### src/rtl/satd_ctrl.sv
`default_nettype none
// +----------------------------------------------------------------------------+
// | satd_ctrl: sequencer for the 8x8 SATD datapath (diff/h-transform, transpose |
// | buffer, v-transform) with column-sum accumulation and rounded SATD result.  |
// | Revision: 1.0                                                               |
// +----------------------------------------------------------------------------+
module satd_ctrl #(
  parameter int N        = 8,
  parameter int H_LAT    = 2,
  parameter int COLSUM_W = 14,
  parameter int SATD_W   = 17
) (
  input  logic                   CLK,
  input  logic                   RST,
  input  logic                   start,
  output logic                   busy,
  input  logic                   in_valid,
  output logic                   in_ready,
  output logic                   diff_en,
  output logic [$clog2(N)-1:0]   row_idx,
  output logic                   buf_shift_in,
  output logic                   buf_shift_out,
  output logic [$clog2(N)-1:0]   col_idx,
  input  logic                   colsum_valid,
  input  logic [COLSUM_W-1:0]    colsum,
  output logic [SATD_W-1:0]      satd,
  output logic                   satd_valid,
  output logic                   err
);

  localparam int                c_IDX_W    = $clog2(N);
  localparam int                c_ACC_W    = SATD_W + 1;
  localparam logic [c_IDX_W:0]  c_CNT_N    = (c_IDX_W+1)'(N);
  localparam logic [c_IDX_W:0]  c_CNT_LAST = (c_IDX_W+1)'(N - 1);
  localparam logic [c_IDX_W-1:0] c_IDX_LAST = c_IDX_W'(N - 1);

  typedef enum logic [2:0] {
    S_IDLE    = 3'd0,
    S_LOAD    = 3'd1,
    S_DRAIN_H = 3'd2,
    S_VERT    = 3'd3,
    S_DRAIN_V = 3'd4,
    S_DONE    = 3'd5
  } state_t;

  state_t               r_state;
  logic [c_IDX_W-1:0]   r_row_cnt;
  logic [c_IDX_W-1:0]   r_col_cnt;
  logic [c_IDX_W:0]     r_shin_cnt;
  logic [c_IDX_W:0]     r_cs_cnt;
  logic [c_ACC_W-1:0]   r_acc;
  logic [H_LAT-1:0]     r_dly;

  logic [c_ACC_W-1:0]   w_acc_next;
  logic [c_ACC_W-1:0]   w_rnd;
  logic                 w_shin_done;
  logic                 w_acc_state;

  assign diff_en      = in_valid & in_ready;
  assign row_idx      = r_row_cnt;
  assign col_idx      = r_col_cnt;
  assign buf_shift_in = r_dly[H_LAT-1];

  assign w_acc_next  = r_acc + c_ACC_W'(colsum);
  assign w_rnd       = w_acc_next + c_ACC_W'(2);
  // Leave DRAIN_H in the same cycle the last row lands so VERT starts right after it.
  assign w_shin_done = (r_shin_cnt == c_CNT_N) || (buf_shift_in && (r_shin_cnt == c_CNT_LAST));
  assign w_acc_state = (r_state == S_VERT) || (r_state == S_DRAIN_V);

  always_ff @(posedge CLK) begin
    if (!RST) begin
      r_state       <= S_IDLE;
      busy          <= 1'b0;
      in_ready      <= 1'b0;
      buf_shift_out <= 1'b0;
      satd_valid    <= 1'b0;
      satd          <= '0;
      err           <= 1'b0;
      r_row_cnt     <= '0;
      r_col_cnt     <= '0;
      r_shin_cnt    <= '0;
      r_cs_cnt      <= '0;
      r_acc         <= '0;
      r_dly         <= '0;
    end else begin
      r_dly[0] <= diff_en;
      for (int i = 1; i < H_LAT; i++) r_dly[i] <= r_dly[i-1];
      satd_valid <= 1'b0;
      if (buf_shift_in && (r_shin_cnt != c_CNT_N)) r_shin_cnt <= r_shin_cnt + (c_IDX_W+1)'(1);

      case (r_state)
        S_IDLE: begin
          if (start) begin
            r_state    <= S_LOAD;
            busy       <= 1'b1;
            in_ready   <= 1'b1;
            r_row_cnt  <= '0;
            r_col_cnt  <= '0;
            r_shin_cnt <= '0;
            r_cs_cnt   <= '0;
            r_acc      <= '0;
            err        <= 1'b0;
          end
        end
        S_LOAD: begin
          if (diff_en) begin
            r_row_cnt <= r_row_cnt + c_IDX_W'(1);
            if (r_row_cnt == c_IDX_LAST) begin
              r_state  <= S_DRAIN_H;
              in_ready <= 1'b0;
            end
          end
        end
        S_DRAIN_H: begin
          if (w_shin_done) begin
            r_state       <= S_VERT;
            buf_shift_out <= 1'b1;
            r_col_cnt     <= '0;
          end
        end
        S_VERT: begin
          r_col_cnt <= r_col_cnt + c_IDX_W'(1);
          if (r_col_cnt == c_IDX_LAST) begin
            r_state       <= S_DRAIN_V;
            buf_shift_out <= 1'b0;
          end
        end
        S_DRAIN_V: ;
        S_DONE: begin
          r_state <= S_IDLE;
          busy    <= 1'b0;
        end
        default: begin
          r_state       <= S_IDLE;
          busy          <= 1'b0;
          in_ready      <= 1'b0;
          buf_shift_out <= 1'b0;
        end
      endcase

      if (colsum_valid && ((r_state == S_IDLE) || (r_state == S_LOAD) || (r_cs_cnt == c_CNT_N)))
        err <= 1'b1;

      // Completion may occur while still in VERT; it overrides the column sequencing above.
      if (colsum_valid && w_acc_state && (r_cs_cnt != c_CNT_N)) begin
        r_acc    <= w_acc_next;
        r_cs_cnt <= r_cs_cnt + (c_IDX_W+1)'(1);
        if (r_cs_cnt == c_CNT_LAST) begin
          r_state       <= S_DONE;
          buf_shift_out <= 1'b0;
          satd          <= SATD_W'(w_rnd >> 2);
          satd_valid    <= 1'b1;
        end
      end
    end
  end

endmodule
`default_nettype wire

### config.mk
export PLATFORM = sky130hd
export DESIGN_NAME = satd_ctrl
export DESIGN_NICKNAME = d
export VERILOG_FILES = /design/src/rtl/satd_ctrl.sv
export SDC_FILE = /design/constraint.sdc
export NUM_CORES = 1
export LEC_CHECK = 0
export ABC_AREA = 1
export CAP_MARGIN = 20
export CORE_ASPECT_RATIO = 1.1
export CORE_MARGIN = 2
export CORE_UTILIZATION = 40
export DETAILED_ROUTE_END_ITERATION = 16
export GPL_TIMING_DRIVEN = 1
export REMOVE_ABC_BUFFERS = 1
export SLEW_MARGIN = 40
export SYNTH_ARGS = -nofsm -noshare
export SYNTH_HDL_FRONTEND = slang
export SYNTH_SLANG_ARGS = --single-unit
export TNS_END_PERCENT = 20
### constraint.sdc
create_clock -name CLK -period 6.58 [get_ports CLK]
set_input_delay 0.987 -clock CLK [delete_from_list [all_inputs] [get_ports CLK]]
set_output_delay 0.987 -clock CLK [all_outputs]
set_load 0.02 [all_outputs]
Word-level counts from Yosys, hierarchy flattened
Cells that the tools add are included.
Word-level totals
  flip-flop bits (word level): 58
  bits of input ports: 19
  output and inout bits: 30
  word-level logic and storage cells: 102
Cells by class
  add/sub/neg operators: 6
  eq/ne operators: 17
  mux-type cells: 36
  bitwise operators: 3
  reduce and logical (&&, ||, !) cells: 27
Operators with widths (number)
  $mux W18: 3
  $mux W3: 10
  $mux W4: 6
  $add A18 B14 Y18: 1
  $add A18 B2 Y18 const B: 1
  $pmux W3 S5: 1
  $eq A3 B3 Y1 const B: 4
  $reduce_or A4 Y1: 3
  $mux W1: 11
  $reduce_and A2 Y1: 5
  $reduce_bool A2 Y1: 5
  $pmux W3 S3: 1
  $add A4 B1 Y4 const B: 2
  $eq A4 B3 Y1 const B: 2
  $eq A4 B4 Y1 const B: 2
  $ne A2 B2 Y1 const B: 4
  $ne A4 B4 Y1 const B: 2
  $add A3 B1 Y3 const B: 2
  $eq A3 B2 Y1 const B: 2
  $pmux W1 S3: 2
  $pmux W3 S2: 1
  $reduce_and A3 Y1: 2
  $logic_and A1 B1 Y1: 5
  $logic_or A1 B1 Y1: 4
  other kinds (7): 8

Longest topological paths before layout
Gate-level depths: netlist (run 1).
  depth in word-level cells: 7
  depth in mapped cells: 17
  gate-level depth less buffers: 16

Least setup slack after synthesis (run 1)
Ideal clock, no wire load.
  kind: input to register
  start: in colsum[0]
  end: reg satd[15]
  library setup time: 113 ps
  arrival time: 2705 ps
  required time: 6467 ps
  setup slack: 3762 ps
  stages: 12
  buffers on the path: 0
  path through: ha_1 fa_1 xnor2_1 inv_1 ha_1 nand3_4 nor2_4 nand2_4 nor2_8 nand3_1 nand3_1 nand2_1
On the way
  cells in the longest elaborated chain, start to end: 2
RTL lines
  start: declaration: line 25  | input logic [COLSUM_W-1:0] colsum,
  $add A18 B14 Y18: line 64  | assign w_acc_next = r_acc + c_ACC_W'(colsum);
  $add A18 B2 Y18: line 65  | assign w_rnd = w_acc_next + c_ACC_W'(2);
  end signal: assignment: line 151  | satd <= SATD_W'(w_rnd >> 2);
  end: declaration: line 26  | output logic [SATD_W-1:0] satd,
No other way between the ends.
A chain may end at the register's enable or synchronous reset.

Worst setup path in the final report (run 1)
  start: in in_valid
  end: out diff_en
On the way
  cells in the longest elaborated chain, start to end: 1
RTL lines
  start: declaration: line 17  | input logic in_valid,
  $and A1 B1 Y1: line 59  | assign diff_en = in_valid & in_ready;
  end: declaration: line 19  | output logic diff_en,
No other way between the ends.

==> results_dict.tcl, run 1 <==
set metrics [dict create \
    start_util_pct 40.8 \
    tightest_slew_ps 509 \
    h-tree-depth 3 \
    min_to "r_dly[1]" \
    r2r_start "r_cs_cnt[0]" \
    synth_top_family_by_area "simple AND/OR/NAND/NOR gates" \
    ff_latch_area_um2 1160 \
    ys_warn_count 0 \
    drc 0 \
    wl_um 9130 \
    whs_path_depth 2 \
    p_per_area_nw_per_um2 166 \
    critPathLaunchType "input pin" \
    wl_per_cell_um 12.1 \
    grt_pass1_wl_um 15200 \
    cts_tree "done" \
    grt_pass1_vias 3325 \
    die_x_um 96.7 \
    placed_cells 738 \
    r2r_cells 11 \
    reg2reg_to "satd[1]" \
    fin_crit_sh_pct 49.3 \
    r2r_setup_slack_ps 4050 \
    antenna_found_initial 0 \
    final.setup_skew_ps 7.49 \
    async_flop_share_pct 0 \
    setup_tns_ps 0 \
    gp_congestion 0.870 \
    drt-pass1-iter-count 4 \
    io_buffers 47 \
    grt.overflow.total 0 \
    hp-start "r_dly[0]" \
    hold_viol 0 \
    wl_met1_um 4300 \
    highest_layer "met4" \
    grt_usage_pct 18.0 \
    rsz0062_at_grt "false" \
    clock-sinks 58 \
    status "complete, no violations" \
    syn-cell-area_um2 3780 \
    slew_headroom_pct 66.0 \
    muxShareOfSynthArea_pct 0 \
    synth-edff-count 0 \
    die_area_um2 10200 \
    area.growth.synth_to_final_pct 19.6 \
    die_h_um 106 \
    required_ps 5590 \
    synth_simple_gate_area_share_pct 38.8 \
    setup_viol 0 \
    drive_gt1_share_pct 7.06 \
    cts_buffer_depth 2 \
    syn_avg_cell_area_um2 6.46 \
    cts_buffers 9 \
    power_mw 0.749 \
    endpoint_kind "output port" \
    peakVddDrop_mv 0.0976 \
    grt_max_degree 30 \
    via_per_inst 4.85 \
    arrival_ps 2260 \
    min_period_ps 3250 \
    nets 675 \
    layout.cells.non_filler 754 \
    fillers 971 \
    cts_hold_buf 0 \
    clock.fmax_mhz 308 \
    rows 37 \
    synth_compound_area_share_pct 10.6 \
    crit_fanout 4 \
    maxCapViolations 0 \
    slew_viol_final 0 \
    crit_type "in -> out" \
    synthXorXnorAreaFrac_pct 1.62 \
    ys_types 38 \
    path_clk_slew_ps 60 \
    antenna_cells 0 \
    min_path_type "reg -> reg" \
    synth_top_flop_cell "dfxtp_1" \
    detail-route-antenna-nets 0 \
    synth-seq-area-share_pct 30.7 \
    worstSetupStartpoint "in_valid" \
    synthAdderAreaFrac_pct 8.14 \
    leakagePower_nw 2.19 \
    ys_seq_elements 58 \
    wl_met2_um 4330 \
    hpwl_um 7170 \
    ios 49 \
    clock_latency_ps 330 \
    coreArea_um2 9260 \
    postCtsSetupRepairBufs 0 \
    cts_root_buf "clkbuf_8" \
    synth_cells 585 \
    multi_input_area_um2 2240 \
    wl_met3_um 398 \
    cts_resized 0 \
    final_util_pct 48.8 \
    dr.first_iter.drc_count 133 \
    num_vias 3655 \
]
[where the power goes]
part           switching (mW)  internal (mW)
sequential            0.00281          0.356
clock                   0.135          0.167
combinational          0.0543         0.0347
total                   0.192          0.557
[metrics by stage]
stage	cell area, µm²	worst slack (ps)	hold slack, ps
after floorplan	3710	3750	390
after global placement	4340	2990	417
after detailed placement	4340	2890	406
after CTS	4520	3250	425
after global routing	4520	3270	437
final	4520	3330	420
[metal layers]
metal  vias up  GRT usage, %
li1       1944             -
met1      1626          23.1
met2        78          30.5
met3         7          4.47
met4         0          4.43
met5         -             0
[sequential cells by signal, summed over array words and instances (netlist names), 2 cells and up]
register and cells:
r_acc 18, satd 16, r_cs_cnt 4, r_shin_cnt 4, col_idx 3, r_state 3
row_idx 3, r_dly 2
[cell type report]
cell class / instances / share of cell area [%]
inverter: 83 / 6.89
multi-input combinational: 432 / 49.6
sequential: 58 / 25.7
timing repair buffer: 48 / 10.6
clock buffer: 14 / 3.82
tap: 117 / 3.24
clock inverter: 2 / 0.221
[cell usage in the layout, fill, tap and decap left out, drive strengths merged, types with 2 or more instances in the layout]
master,count
a211oi,2
a21oi,44
a31oi,2
and2,5
clkbuf,14
clkdlybuf4s50,47
clkinv,3
dfxtp,58
ha,23
inv,82
nand2,215
nand3,48
nand3b,2
nand4,3
nor2,49
nor3,3
o21ai,19
o31ai,4
xnor2,4
xor2,3
[how the worst max path moves through the flow]
stage                    end  slack, ps  cells after the start
floorplan           satd[15]       3750                     12
global placement     satd[1]       2990                      7
CTS                  satd[1]       3250                      7
detailed placement   satd[1]       2890                      7
global route        satd[14]       3270                     15
finish               diff_en       3330                      4
[critical path, cell delays in order]
cell and delay (ps):
clkdlybuf4s50_1 450, nand2_1 70, inv_1 120, clkdlybuf4s50_1 620
[kinds of logic (layout without fill, tap and decap cells)]
group | after synthesis | after routing
xor gates and xnor gates | 7 | 7
buffers and inverters | 95 | 147
AOI/OAI and AO/OA | 74 | 74
adders and majority gates | 24 | 24
other | 1 | 1
DFF | 58 | 58
and+or+nand+nor | 326 | 326
[cell usage after synthesis, types with 3 or more instances]
cell,n,share of area (%)
nand2_4,5,1.5
nor2_8,3,1.6
nor2_2,3,0.50
a21oi_1,44,5.8
o21ai_0,15,2.0
inv_2,4,0.40
nand2_2,5,0.83
and2_1,4,0.66
xnor2_1,4,0.93
nand2_1,205,20
clkbuf_1,6,0.60
nand3_1,45,6.0
xor2_1,3,0.70
o21ai_1,4,0.53
o31ai_1,4,0.79
inv_1,78,7.7
nor2_1,41,4.1
dfxtp_1,58,31
ha_1,23,7.6
nand4_1,3,0.50
buf_2,3,0.40
nor3_1,3,0.40
Note: power is estimated with default switching activity, not from simulation.
==> run 2, diff against run 1 <==
==> constraint.sdc (replaced) <==
create_clock -name CLK -period 3.15 [get_ports CLK]
set_input_delay 0.4725 -clock CLK [delete_from_list [all_inputs] [get_ports CLK]]
set_output_delay 0.4725 -clock CLK [all_outputs]
set_load 0.02 [all_outputs]
==> run 2 against run 1 <==
  * Global-route usage rose by 1.1 points
  * Register-to-register slack got worse by 3200 ps
  * Worst hold slack improved by 14 ps
  * Count of clock-buffer cells in the layout fell by 4
  * Highest routed layer unchanged
  * Power rose by 130%
==> results_dict.tcl, run 2 (synthesized netlist as in run 1, its figures left out) <==
set metrics [dict create \
    status "complete, no violations" \
    rsz0062_at_grt "false" \
    worst_path_largest_cell_delay_ps 460 \
    grt_usage_pct 19.1 \
    ios 49 \
    cpMaxStageDelayCell "fa_1" \
    antenna_found_initial 0 \
    postCtsSetupRepairBufs 0 \
    die_x_um 96.7 \
    cts_resized 0 \
    die_area_um2 10200 \
    comb_power_share_pct 11.1 \
    crit_path_cell_trace "clkdlybuf4s50_1, ha_1, fa_1, xnor2_1, inv_1, ha_1, nand3_4, nor2_4, nand2_4, nor2_8, nand3_1, nand3_1, nand2_1" \
    leakagePower_nw 2.23 \
    path_clk_slew_ps 70 \
    cts_buffers 9 \
    dr.first_iter.drc_count 191 \
    wl_um 9210 \
    drt-pass1-iter-count 4 \
    area.growth.synth_to_final_pct 21.4 \
    h-tree-depth 3 \
    die_h_um 106 \
    cp_top_family "adder cells" \
    num_vias 3666 \
    internal-power_mw 1.28 \
    grt.overflow.total 0 \
    clock_latency_ps 330 \
    cts_root_buf "clkbuf_8" \
    io_buffers 47 \
    required_ps 3380 \
    maxCapViolations 0 \
    gp_congestion 0.845 \
    layout_commonest_cell "nand2_1" \
    p_seq_share_pct 43.8 \
    hold_viol 0 \
    cts_hold_buf 0 \
    drc 0 \
    coreArea_um2 9260 \
    setup_viol 0 \
    final_cell_mix "nand2_1 (205), inv_1 (78), dfxtp_1 (58), clkdlybuf4s50_1 (47), nand3_1 (45)" \
    critPathLaunchType "input pin" \
    crit_type "in -> reg" \
    largest_register_ffs 18 \
    peakVddDrop_mv 0.191 \
    setup_tns_ps 0 \
    wl_per_cell_um 12.1 \
    cts_tree "done" \
    cp.buffers_inverters 2 \
    nets 680 \
    fin_crit_sh_pct 81.0 \
    slew_viol_final 0 \
    hpwl_um 7010 \
    p_per_area_nw_per_um2 372 \
    min_path_type "reg -> reg" \
    crit_fanout 5 \
    final.setup_skew_ps 5.67 \
    grt_pass1_vias 3581 \
    grt_max_degree 29 \
    start_util_pct 40.8 \
    swShare_pct 25.3 \
    via_per_inst 4.84 \
    endpoint_kind "flip-flop" \
    reg_top3 "r_acc: 18 flops, satd: 16 flops" \
    largest-register "r_acc" \
    clock.fmax_mhz 392 \
    cts_buffer_depth 2 \
    whs_ps 434 \
    drive_gt1_share_pct 7.64 \
    arrival_ps 2780 \
    min_period_ps 2550 \
    fillers 1006 \
    rows 37 \
    clkPwrFrac_pct 45.2 \
    detail-route-antenna-nets 0 \
    clock-sinks 58 \
    antenna_cells 0 \
    power_switching_mw 0.432 \
    grt_pass1_wl_um 16000 \
]
## run 2: area by class of cell
class                           instances  area, µm²  share of cell area [%]
Clock buffer                           10        138                    3.00
Inverter                               83        312                    6.79
Multi-Input combinational cell        432       2240                    48.8
Sequential cell                        58       1160                    25.3
Tap cell                              117        146                    3.19
Timing Repair Buffer                   53        515                    11.2
Clock inverter                          5       78.8                    1.72
## run 2: path summary, 6_finish.rpt
path | start | to | slack, ps | cells after the start
worst max-delay path | colsum[0] | satd[13] | 600 | 13
worst min-delay path | r_dly[0] | r_dly[1] | 430 | 2
worst max register to register | r_acc[0] | satd[13] | 850 | 12
worst min register to register | r_dly[0] | r_dly[1] | 430 | 2
## run 2: metrics by stage
| stage | setup slack (ps) | cells | utilization (%) | power, mW | area (µm²) |
|---|---|---|---|---|---|
| final | 599 | 758 | 49.6 | 1.71 | 4590 |
| after floorplan | 835 | 573 | - | 0.879 | 3710 |
| after CTS | 618 | 758 | 49.6 | 1.73 | 4590 |
| after global placement | 279 | 743 | 47.2 | 0.954 | 4370 |
| after global routing | 397 | 758 | 49.6 | 1.79 | 4590 |
| after detailed placement | 269 | 743 | 47.2 | 0.955 | 4370 |
## run 2: metal layers
metal | wire length [µm] | GRT usage (%) | up-vias
met2 | 4260 | 32.7 | 83
met1 | 4320 | 23.6 | 1617
met4 | 272 | 7.95 | 0
met5 | 0 | 0 | -
li1 | - | - | 1945
met3 | 355 | 3.68 | 21
## run 2: tightest hold or removal path: stages, from the launching register on
cell,delay [ps]
dfxtp_1,310
nand2_1,50
inv_1,50
## run 2: power by group through the flow
stage	registers, mW	clock network [mW]	logic (mW)
floorplan	0.773	0	0.106
detailed placement	0.765	0	0.190
global placement	0.765	0	0.189
global route	0.749	0.826	0.212
finish	0.748	0.772	0.190
CTS	0.748	0.789	0.191
